### config.mk
export PLATFORM = sky130hd
export DESIGN_NAME = xor_nn_seq_flat
export DESIGN_NICKNAME = d
export VERILOG_FILES = /design/src/rtl/xor_nn_seq_if.sv /design/src/rtl/xor_nn_seq.sv /design/src/flat_wrapper.sv
export SDC_FILE = /design/constraint.sdc
export NUM_CORES = 1
export LEC_CHECK = 0
export CORE_ASPECT_RATIO = 0.8
export CORE_MARGIN = 2
export CORE_UTILIZATION = 65
export CTS_BUF_LIST = sky130_fd_sc_hd__clkbuf_8
export DETAILED_ROUTE_END_ITERATION = 10
export PLACE_DENSITY = 0.85
export SYNTH_ARGS = -nofsm -noshare
export SYNTH_HDL_FRONTEND = slang
export SYNTH_SLANG_ARGS = --single-unit
### constraint.sdc
create_clock -name clk -period 10.85 [get_ports clk]
set_input_delay 2.17 -clock clk [delete_from_list [all_inputs] [get_ports clk]]
set_output_delay 2.17 -clock clk [all_outputs]
set_load 0.01 [all_outputs]
### src/rtl/xor_nn_seq_if.sv
// Host-side bus bundle for xor_nn_seq.
//   master : host side, drives weight/input streams and observes results.
//   slave  : sequencer side.
// Signals:
//   weights_en/weights_data -> weight word stream, weights_ready/weights_loaded back
//   in_en/in_data           -> input vector, in_ready back
//   out_en/out_data/out_value <- one-cycle result strobe with held result
interface xor_nn_seq_if #(
  parameter int BITS_PER_WORD = 8,
  parameter int INPUT_SIZE    = 2
);
  logic                            weights_en;
  logic signed [BITS_PER_WORD-1:0] weights_data;
  logic                            weights_ready;
  logic                            weights_loaded;
  logic                            in_en;
  logic        [INPUT_SIZE-1:0]    in_data;
  logic                            in_ready;
  logic                            out_en;
  logic                            out_data;
  logic signed [BITS_PER_WORD-1:0] out_value;

  modport master (
    output weights_en, weights_data, in_en, in_data,
    input  weights_ready, weights_loaded, in_ready, out_en, out_data, out_value
  );

  modport slave (
    input  weights_en, weights_data, in_en, in_data,
    output weights_ready, weights_loaded, in_ready, out_en, out_data, out_value
  );
endinterface

### src/rtl/xor_nn_seq.sv
// Time-multiplexed sequencer and weight store for the small XOR network.
// One shared MAC per clock evaluates the ReLU hidden layer, then the output
// neuron, and returns a one-cycle result strobe.
// Ports:
//   clk     : sole clock, rising edge
//   reset_n : asynchronous active-low reset
//   bus     : xor_nn_seq_if.slave (weight stream, input vector, result)
// Build option:
//   XOR_NN_DEFAULT_WEIGHTS_EN : when defined, reset loads the XOR weight set
//   and weights_loaded resets to 1; otherwise weights reset to 0 and a full
//   load is needed before the first inference.
//
// state   | meaning
// ST_IDLE | waiting; accepts first weight word or an input vector
// ST_LOAD | receiving weight words 1..NW-1
// ST_HID  | hidden-layer MACs, one per cycle
// ST_OUT  | output-neuron MACs, result registers on the last one
module xor_nn_seq #(
  parameter int BITS_PER_WORD = 8,
  parameter int INPUT_SIZE    = 2,
  parameter int HIDDEN_SIZE   = 2
) (
  input logic        clk,
  input logic        reset_n,
  xor_nn_seq_if.slave bus
);
  localparam int BW   = BITS_PER_WORD;
  localparam int IS   = INPUT_SIZE;
  localparam int HS   = HIDDEN_SIZE;
  localparam int N1   = (IS + 1) * HS;
  localparam int NW   = N1 + HS + 1;
  localparam int AW   = 2 * BW + 2;
  localparam int PW   = $clog2(NW);
  localparam int MAXK = (IS > HS) ? IS : HS;
  localparam int KW   = $clog2(MAXK + 1);

  localparam logic [KW-1:0] K_HID_LAST = KW'(IS);
  localparam logic [KW-1:0] K_OUT_LAST = KW'(HS);
  localparam logic [KW-1:0] J_LAST     = KW'(HS - 1);
  localparam logic [PW-1:0] P_LAST     = PW'(NW - 1);

  localparam logic signed [AW-1:0] SAT_HI = AW'((2 ** (BW - 1)) - 1);
  localparam logic signed [AW-1:0] SAT_LO = ~SAT_HI;

  typedef enum logic [1:0] {ST_IDLE, ST_LOAD, ST_HID, ST_OUT} state_t;

  state_t                state_q, state_d;
  logic [PW-1:0]         ptr_q, ptr_d;
  logic [KW-1:0]         k_q, k_d;
  logic [KW-1:0]         j_q, j_d;
  logic signed [AW-1:0]  acc_q, acc_d;
  logic [IS-1:0]         in_q, in_d;
  logic                  loaded_q, loaded_d;
  logic [BW-1:0]         w_q [NW];
  logic [BW-1:0]         w_d [NW];
  logic [BW-1:0]         h_q [0:HS];
  logic [BW-1:0]         h_d [0:HS];
  logic                  out_en_q, out_en_d;
  logic                  out_data_q, out_data_d;
  logic [BW-1:0]         out_value_q, out_value_d;

  logic [IS:0]           xv;
  logic [BW-1:0]         w_cur;
  logic [BW-1:0]         h_cur;
  logic signed [2*BW-1:0] prod;
  logic signed [AW-1:0]  mac_hid;
  logic signed [AW-1:0]  mac_out;
  logic [BW-1:0]         res;

  function automatic logic [BW-1:0] relu(input logic signed [AW-1:0] a);
    if (a[AW-1])         return '0;
    else if (a > SAT_HI) return SAT_HI[BW-1:0];
    else                 return a[BW-1:0];
  endfunction

  function automatic logic [BW-1:0] sat(input logic signed [AW-1:0] a);
    if (a > SAT_HI)      return SAT_HI[BW-1:0];
    else if (a < SAT_LO) return SAT_LO[BW-1:0];
    else                 return a[BW-1:0];
  endfunction

`ifdef XOR_NN_DEFAULT_WEIGHTS_EN
  // Flat store order: w1 column j0 {0,1,1}, column j1 {-1,1,1}, w2 {0,1,-2}.
  function automatic logic [BW-1:0] dflt_w(input int i);
    case (i)
      1, 2, 4, 5, 7: return BW'(1);
      3:             return {BW{1'b1}};
      8:             return {{(BW-1){1'b1}}, 1'b0};
      default:       return '0;
    endcase
  endfunction
`endif

  // The stream order equals MAC order, so one pointer walks w1 during ST_HID
  // and continues into w2 during ST_OUT.
  assign xv      = {in_q, 1'b1};
  assign w_cur   = w_q[ptr_q];
  assign h_cur   = (k_q == '0) ? BW'(1) : h_q[k_q];
  assign prod    = $signed(h_cur) * $signed(w_cur);
  assign mac_hid = acc_q + (xv[k_q] ? {{(AW-BW){w_cur[BW-1]}}, w_cur} : '0);
  assign mac_out = acc_q + {{(AW-2*BW){prod[2*BW-1]}}, prod};
  assign res     = sat(mac_out);

  always_comb begin
    state_d     = state_q;
    ptr_d       = ptr_q;
    k_d         = k_q;
    j_d         = j_q;
    acc_d       = acc_q;
    in_d        = in_q;
    loaded_d    = loaded_q;
    w_d         = w_q;
    h_d         = h_q;
    out_en_d    = 1'b0;
    out_data_d  = out_data_q;
    out_value_d = out_value_q;
    case (state_q)
      ST_IDLE: begin
        if (bus.weights_en) begin
          w_d[0]   = bus.weights_data;
          ptr_d    = PW'(1);
          loaded_d = 1'b0;
          state_d  = ST_LOAD;
        end else if (bus.in_en && loaded_q) begin
          in_d    = bus.in_data;
          acc_d   = '0;
          ptr_d   = '0;
          j_d     = '0;
          k_d     = '0;
          state_d = ST_HID;
        end
      end
      ST_LOAD: begin
        if (bus.weights_en) begin
          w_d[ptr_q] = bus.weights_data;
          if (ptr_q == P_LAST) begin
            loaded_d = 1'b1;
            state_d  = ST_IDLE;
          end else begin
            ptr_d = ptr_q + PW'(1);
          end
        end
      end
      ST_HID: begin
        ptr_d = ptr_q + PW'(1);
        if (k_q == K_HID_LAST) begin
          h_d[j_q + KW'(1)] = relu(mac_hid);
          acc_d = '0;
          k_d   = '0;
          if (j_q == J_LAST) begin
            j_d     = '0;
            state_d = ST_OUT;
          end else begin
            j_d = j_q + KW'(1);
          end
        end else begin
          acc_d = mac_hid;
          k_d   = k_q + KW'(1);
        end
      end
      ST_OUT: begin
        ptr_d = ptr_q + PW'(1);
        if (k_q == K_OUT_LAST) begin
          out_value_d = res;
          out_data_d  = ~res[BW-1] & (|res);
          out_en_d    = 1'b1;
          acc_d       = '0;
          k_d         = '0;
          state_d     = ST_IDLE;
        end else begin
          acc_d = mac_out;
          k_d   = k_q + KW'(1);
        end
      end
      default: state_d = ST_IDLE;
    endcase
  end

  always_ff @(posedge clk or negedge reset_n) begin
    if (!reset_n) begin
      state_q     <= ST_IDLE;
      ptr_q       <= '0;
      k_q         <= '0;
      j_q         <= '0;
      acc_q       <= '0;
      in_q        <= '0;
      out_en_q    <= 1'b0;
      out_data_q  <= 1'b0;
      out_value_q <= '0;
      for (int n = 0; n <= HS; n++) h_q[n] <= '0;
`ifdef XOR_NN_DEFAULT_WEIGHTS_EN
      for (int i = 0; i < NW; i++) w_q[i] <= dflt_w(i);
      loaded_q <= 1'b1;
`else
      for (int i = 0; i < NW; i++) w_q[i] <= '0;
      loaded_q <= 1'b0;
`endif
    end else begin
      state_q     <= state_d;
      ptr_q       <= ptr_d;
      k_q         <= k_d;
      j_q         <= j_d;
      acc_q       <= acc_d;
      in_q        <= in_d;
      loaded_q    <= loaded_d;
      w_q         <= w_d;
      h_q         <= h_d;
      out_en_q    <= out_en_d;
      out_data_q  <= out_data_d;
      out_value_q <= out_value_d;
    end
  end

  assign bus.weights_ready  = (state_q == ST_IDLE) || (state_q == ST_LOAD);
  assign bus.weights_loaded = loaded_q;
  assign bus.in_ready       = loaded_q & (state_q == ST_IDLE) & ~bus.weights_en;
  assign bus.out_en         = out_en_q;
  assign bus.out_data       = out_data_q;
  assign bus.out_value      = out_value_q;
endmodule
### src/flat_wrapper.sv
// flat-port wrapper written by rule: the top's interface ports become plain ports
module xor_nn_seq_flat 
#(
  parameter int BITS_PER_WORD = 8,
  parameter int INPUT_SIZE    = 2,
  parameter int HIDDEN_SIZE   = 2
)
  (clk, reset_n, bus_weights_en, bus_weights_data, bus_in_en, bus_in_data, bus_weights_ready, bus_weights_loaded, bus_in_ready, bus_out_en, bus_out_data, bus_out_value);
  xor_nn_seq_if #(.BITS_PER_WORD(BITS_PER_WORD), .INPUT_SIZE(INPUT_SIZE)) bus_i ();
  input logic clk;
  input logic reset_n;
  input wire logic [$bits(bus_i.weights_en)-1:0] bus_weights_en;
  input wire logic [$bits(bus_i.weights_data)-1:0] bus_weights_data;
  input wire logic [$bits(bus_i.in_en)-1:0] bus_in_en;
  input wire logic [$bits(bus_i.in_data)-1:0] bus_in_data;
  output wire logic [$bits(bus_i.weights_ready)-1:0] bus_weights_ready;
  output wire logic [$bits(bus_i.weights_loaded)-1:0] bus_weights_loaded;
  output wire logic [$bits(bus_i.in_ready)-1:0] bus_in_ready;
  output wire logic [$bits(bus_i.out_en)-1:0] bus_out_en;
  output wire logic [$bits(bus_i.out_data)-1:0] bus_out_data;
  output wire logic [$bits(bus_i.out_value)-1:0] bus_out_value;
  assign bus_i.weights_en = bus_weights_en;
  assign bus_i.weights_data = bus_weights_data;
  assign bus_i.in_en = bus_in_en;
  assign bus_i.in_data = bus_in_data;
  assign bus_weights_ready = bus_i.weights_ready;
  assign bus_weights_loaded = bus_i.weights_loaded;
  assign bus_in_ready = bus_i.in_ready;
  assign bus_out_en = bus_i.out_en;
  assign bus_out_data = bus_i.out_data;
  assign bus_out_value = bus_i.out_value;
  xor_nn_seq #(.BITS_PER_WORD(BITS_PER_WORD), .INPUT_SIZE(INPUT_SIZE), .HIDDEN_SIZE(HIDDEN_SIZE)) u_core (.clk(clk), .reset_n(reset_n), .bus(bus_i));
endmodule
==> summary.txt <==
WHS Endpoint = u_core.h_q[6]
outcome = finished, final reports clean
Final GP Congestion = 1.00
Synth warnings = 0
minimum clock period = 9.05 ns
Post-synth ARST share = 100%
Synth area leader = dfrtp_1
syn avg cell area = 9.71 um2
# diodes = 0
share of the yosys chip area belonging to registers = 30.5%
first-pass GRT wire length = 44.6 mm
total setup buffers inserted after CTS = 0
grt ovf = 0
EDFF count, synth = 0
Gate Count Post-Synth = 1090
main area contributors after synthesis = dfrtp_1, fa_1, mux2_2, ha_1, nor2_1
worst path required time = 11.14 ns
clock sink count = 129
WP data arrival = 9.34 ns
most common cell after layout, fill and taps aside = dfrtp_1
Final #Nets = 1245
CTS Hold Bufs = 0
largest net degree at the start of global routing = 72
Hold Crit Depth = 2
Slowest cell on crit path = dfrtp_1
Setup Skew = 0.0135 ns
IO buf count = 26
Clock Latency Late Sink = 0.44 ns
Via-to-Cell Ratio = 6.47
reg2reg start = u_core.ptr_q[0]
total wire length = 26.8 mm
routed length per instance = 20.1 um
layout cell share with drive strength beyond 1 = 14.3%
CORE AREA = 0.0159 mm2
post-synthesis net count = 1228
commonest non-fill, non-tap cells in the layout = dfrtp_1, nor2_1, inv_1
Final Setup Violations = 0
R2R Path End = u_core.bus.out_value[6]
HPWL after DPL = 19.6 mm
Setup TNS Final = 0 ns
WS Path Type = register to register
Slew Viols, Final = 0
Iter 0 DRT Violations = 981
# rows = 41
RSZ-0062 raised after global routing = no
Util after Layout = 72.2%
Initial Util = 66.8%
via count = 8632
min-delay src = u_core.h_q[6]
f_max = 110 MHz
Netlist cell types = 84
ANT nets after route = 0
relative slew slack = 20.9%
HP Class = register to register
FF+latch count, synth = 129
Layout Area Growth over Synthesis = 8.12%
post-synthesis instance area = 0.0106 mm2
most used cell, CP = inv_1
1st-pass router iterations = 6
Most used DFF post-synth = dfrtp_1
DRC Markers = 0
Worst Max-Slew Pin Slew = 1.19 ns
Die ar. = 0.0173 mm2
CP max FO = 16
Die W = 147 um
Fillers = 1099
CP Launch Type = register
TritonCTS Buffers = 17
Max clock buf depth = 2
share of the synthesized area in the top cell type = 30.5%
Final Hold Vio Count = 0
TritonCTS clock tree = done
H-tree depth = 4
Total GRT Usage = 32.3%
initial antenna violation count = 0
Tcrit/Tclk final = 83.4%
worst r2r path cells = 29
FF-to-FF setup slack = 1.80 ns
Largest stage delay, worst path = 0.87 ns
I/O pin total = 27
clk slew on worst S/H paths = 0.08 ns
Worst setup EP type = register
CTS Root Cell = clkbuf_8
CTS resizes = 0
Die H = 118 um
number of global-route vias before repair = 8780
max-cap violations = 0
==> through the flow <==
stage                     hold slack [ns]  setup slack, ns  cell area [um2]  std cells
after global placement              0.459             2.17            11000       1303
after floorplan                     0.449             3.16            10600       1090
after global routing                0.504             1.20            11400       1335
after detailed placement            0.467             1.92            11000       1303
final                               0.482             1.80            11400       1335
after CTS                           0.484             1.87            11400       1335
==> flip-flops by register name, summed over array words and instances (netlist names) <==
register	flops
u_core.w_q	72
u_core.acc_q	18
u_core.h_q	16
u_core.bus.out_value	8
u_core.ptr_q	4
u_core.in_q	2
u_core.j_q	2
u_core.k_q	2
u_core.state_q	2
u_core.bus.out_data	1
u_core.bus.out_en	1
u_core.bus.weights_loaded	1
==> cell type report <==
| class | count | area (um2) | area share, % |
|---|---|---|---|
| Inverter | 112 | 420 | 3.67 |
| Clock inverter | 14 | 201 | 1.76 |
| Multi-Input combinational cell | 817 | 6790 | 59.3 |
| Clock buffer | 18 | 248 | 2.16 |
| Sequential cell | 129 | 3230 | 28.2 |
| Timing Repair Buffer | 30 | 288 | 2.51 |
| Tap cell | 215 | 269 | 2.35 |
==> synthesized netlist by cell type (5+ instances only) <==
cell type,number
a211o_1,7
a21o_1,13
a21oi_1,57
a221o_1,6
a22oi_1,17
a31oi_1,8
and2_1,5
and3_1,8
clkbuf_1,23
dfrtp_1,129
fa_1,57
ha_1,67
inv_1,112
mux2_2,75
mux2i_1,18
mux4_2,8
nand2_1,69
nand2b_1,11
nand3_1,25
nand4_1,6
nor2_1,115
nor2b_1,12
nor3_1,15
nor4_2,7
o211ai_1,8
o21a_1,6
o21ai_0,35
o21bai_1,5
o31ai_1,16
o32ai_1,8
or2_2,18
or3_1,7
xnor2_1,24
xor2_1,8
==> cell families (layout without fill, tap and decap cells) <==
kind of cell / after synthesis / count (layout) / synth area share [%]
buffers and inverters: 144 / 174 / 5.35
AOI/OAI and AO/OA: 232 / 232 / 15.6
xor gates and xnor gates: 34 / 34 / 3.02
DFF: 129 / 129 / 30.5
muxes: 101 / 101 / 11.4
adders and majority gates: 124 / 124 / 18.7
and+or+nand+nor: 326 / 326 / 15.5
==> worst max-delay path, delay by kind of cell (launching register included) <==
family          cells  cell delay (ns)
simple gates        3             0.44
flops               1             0.87
mux                 1             0.60
buf+inv             6             0.52
fa+ha+maj           6             3.04
xor+xnor            1             0.54
compound gates     12             2.89
==> routing by layer <==
| metal | up-vias | global-route usage [%] | share of wire, % |
|---|---|---|---|
| li1 | 3907 | - | - |
| met1 | 4244 | 45.7 | 45 |
| met2 | 426 | 48.4 | 44 |
| met3 | 55 | 9.65 | 9.7 |
| met4 | 0 | 9.34 | 1.8 |
| met5 | - | 0 | 0 |
==> how the worst max path moves through the flow <==
stage	startpoint	cells after the start	slack (ns)	end
after floorplan	u_core.ptr_q[0]	29	3.16	u_core.bus.out_value[6]
after global placement	u_core.ptr_q[0]	28	2.17	u_core.bus.out_value[6]
after detailed placement	u_core.ptr_q[0]	29	1.92	u_core.bus.out_value[1]
after CTS	u_core.ptr_q[0]	29	1.87	u_core.bus.out_value[6]
after global routing	u_core.ptr_q[0]	29	1.20	u_core.bus.out_value[1]
final	u_core.ptr_q[0]	29	1.80	u_core.bus.out_value[6]
Power is left out: the tool's default activity adds up to more than one toggle a clock period on the data nets, which glitch-free logic cannot reach.
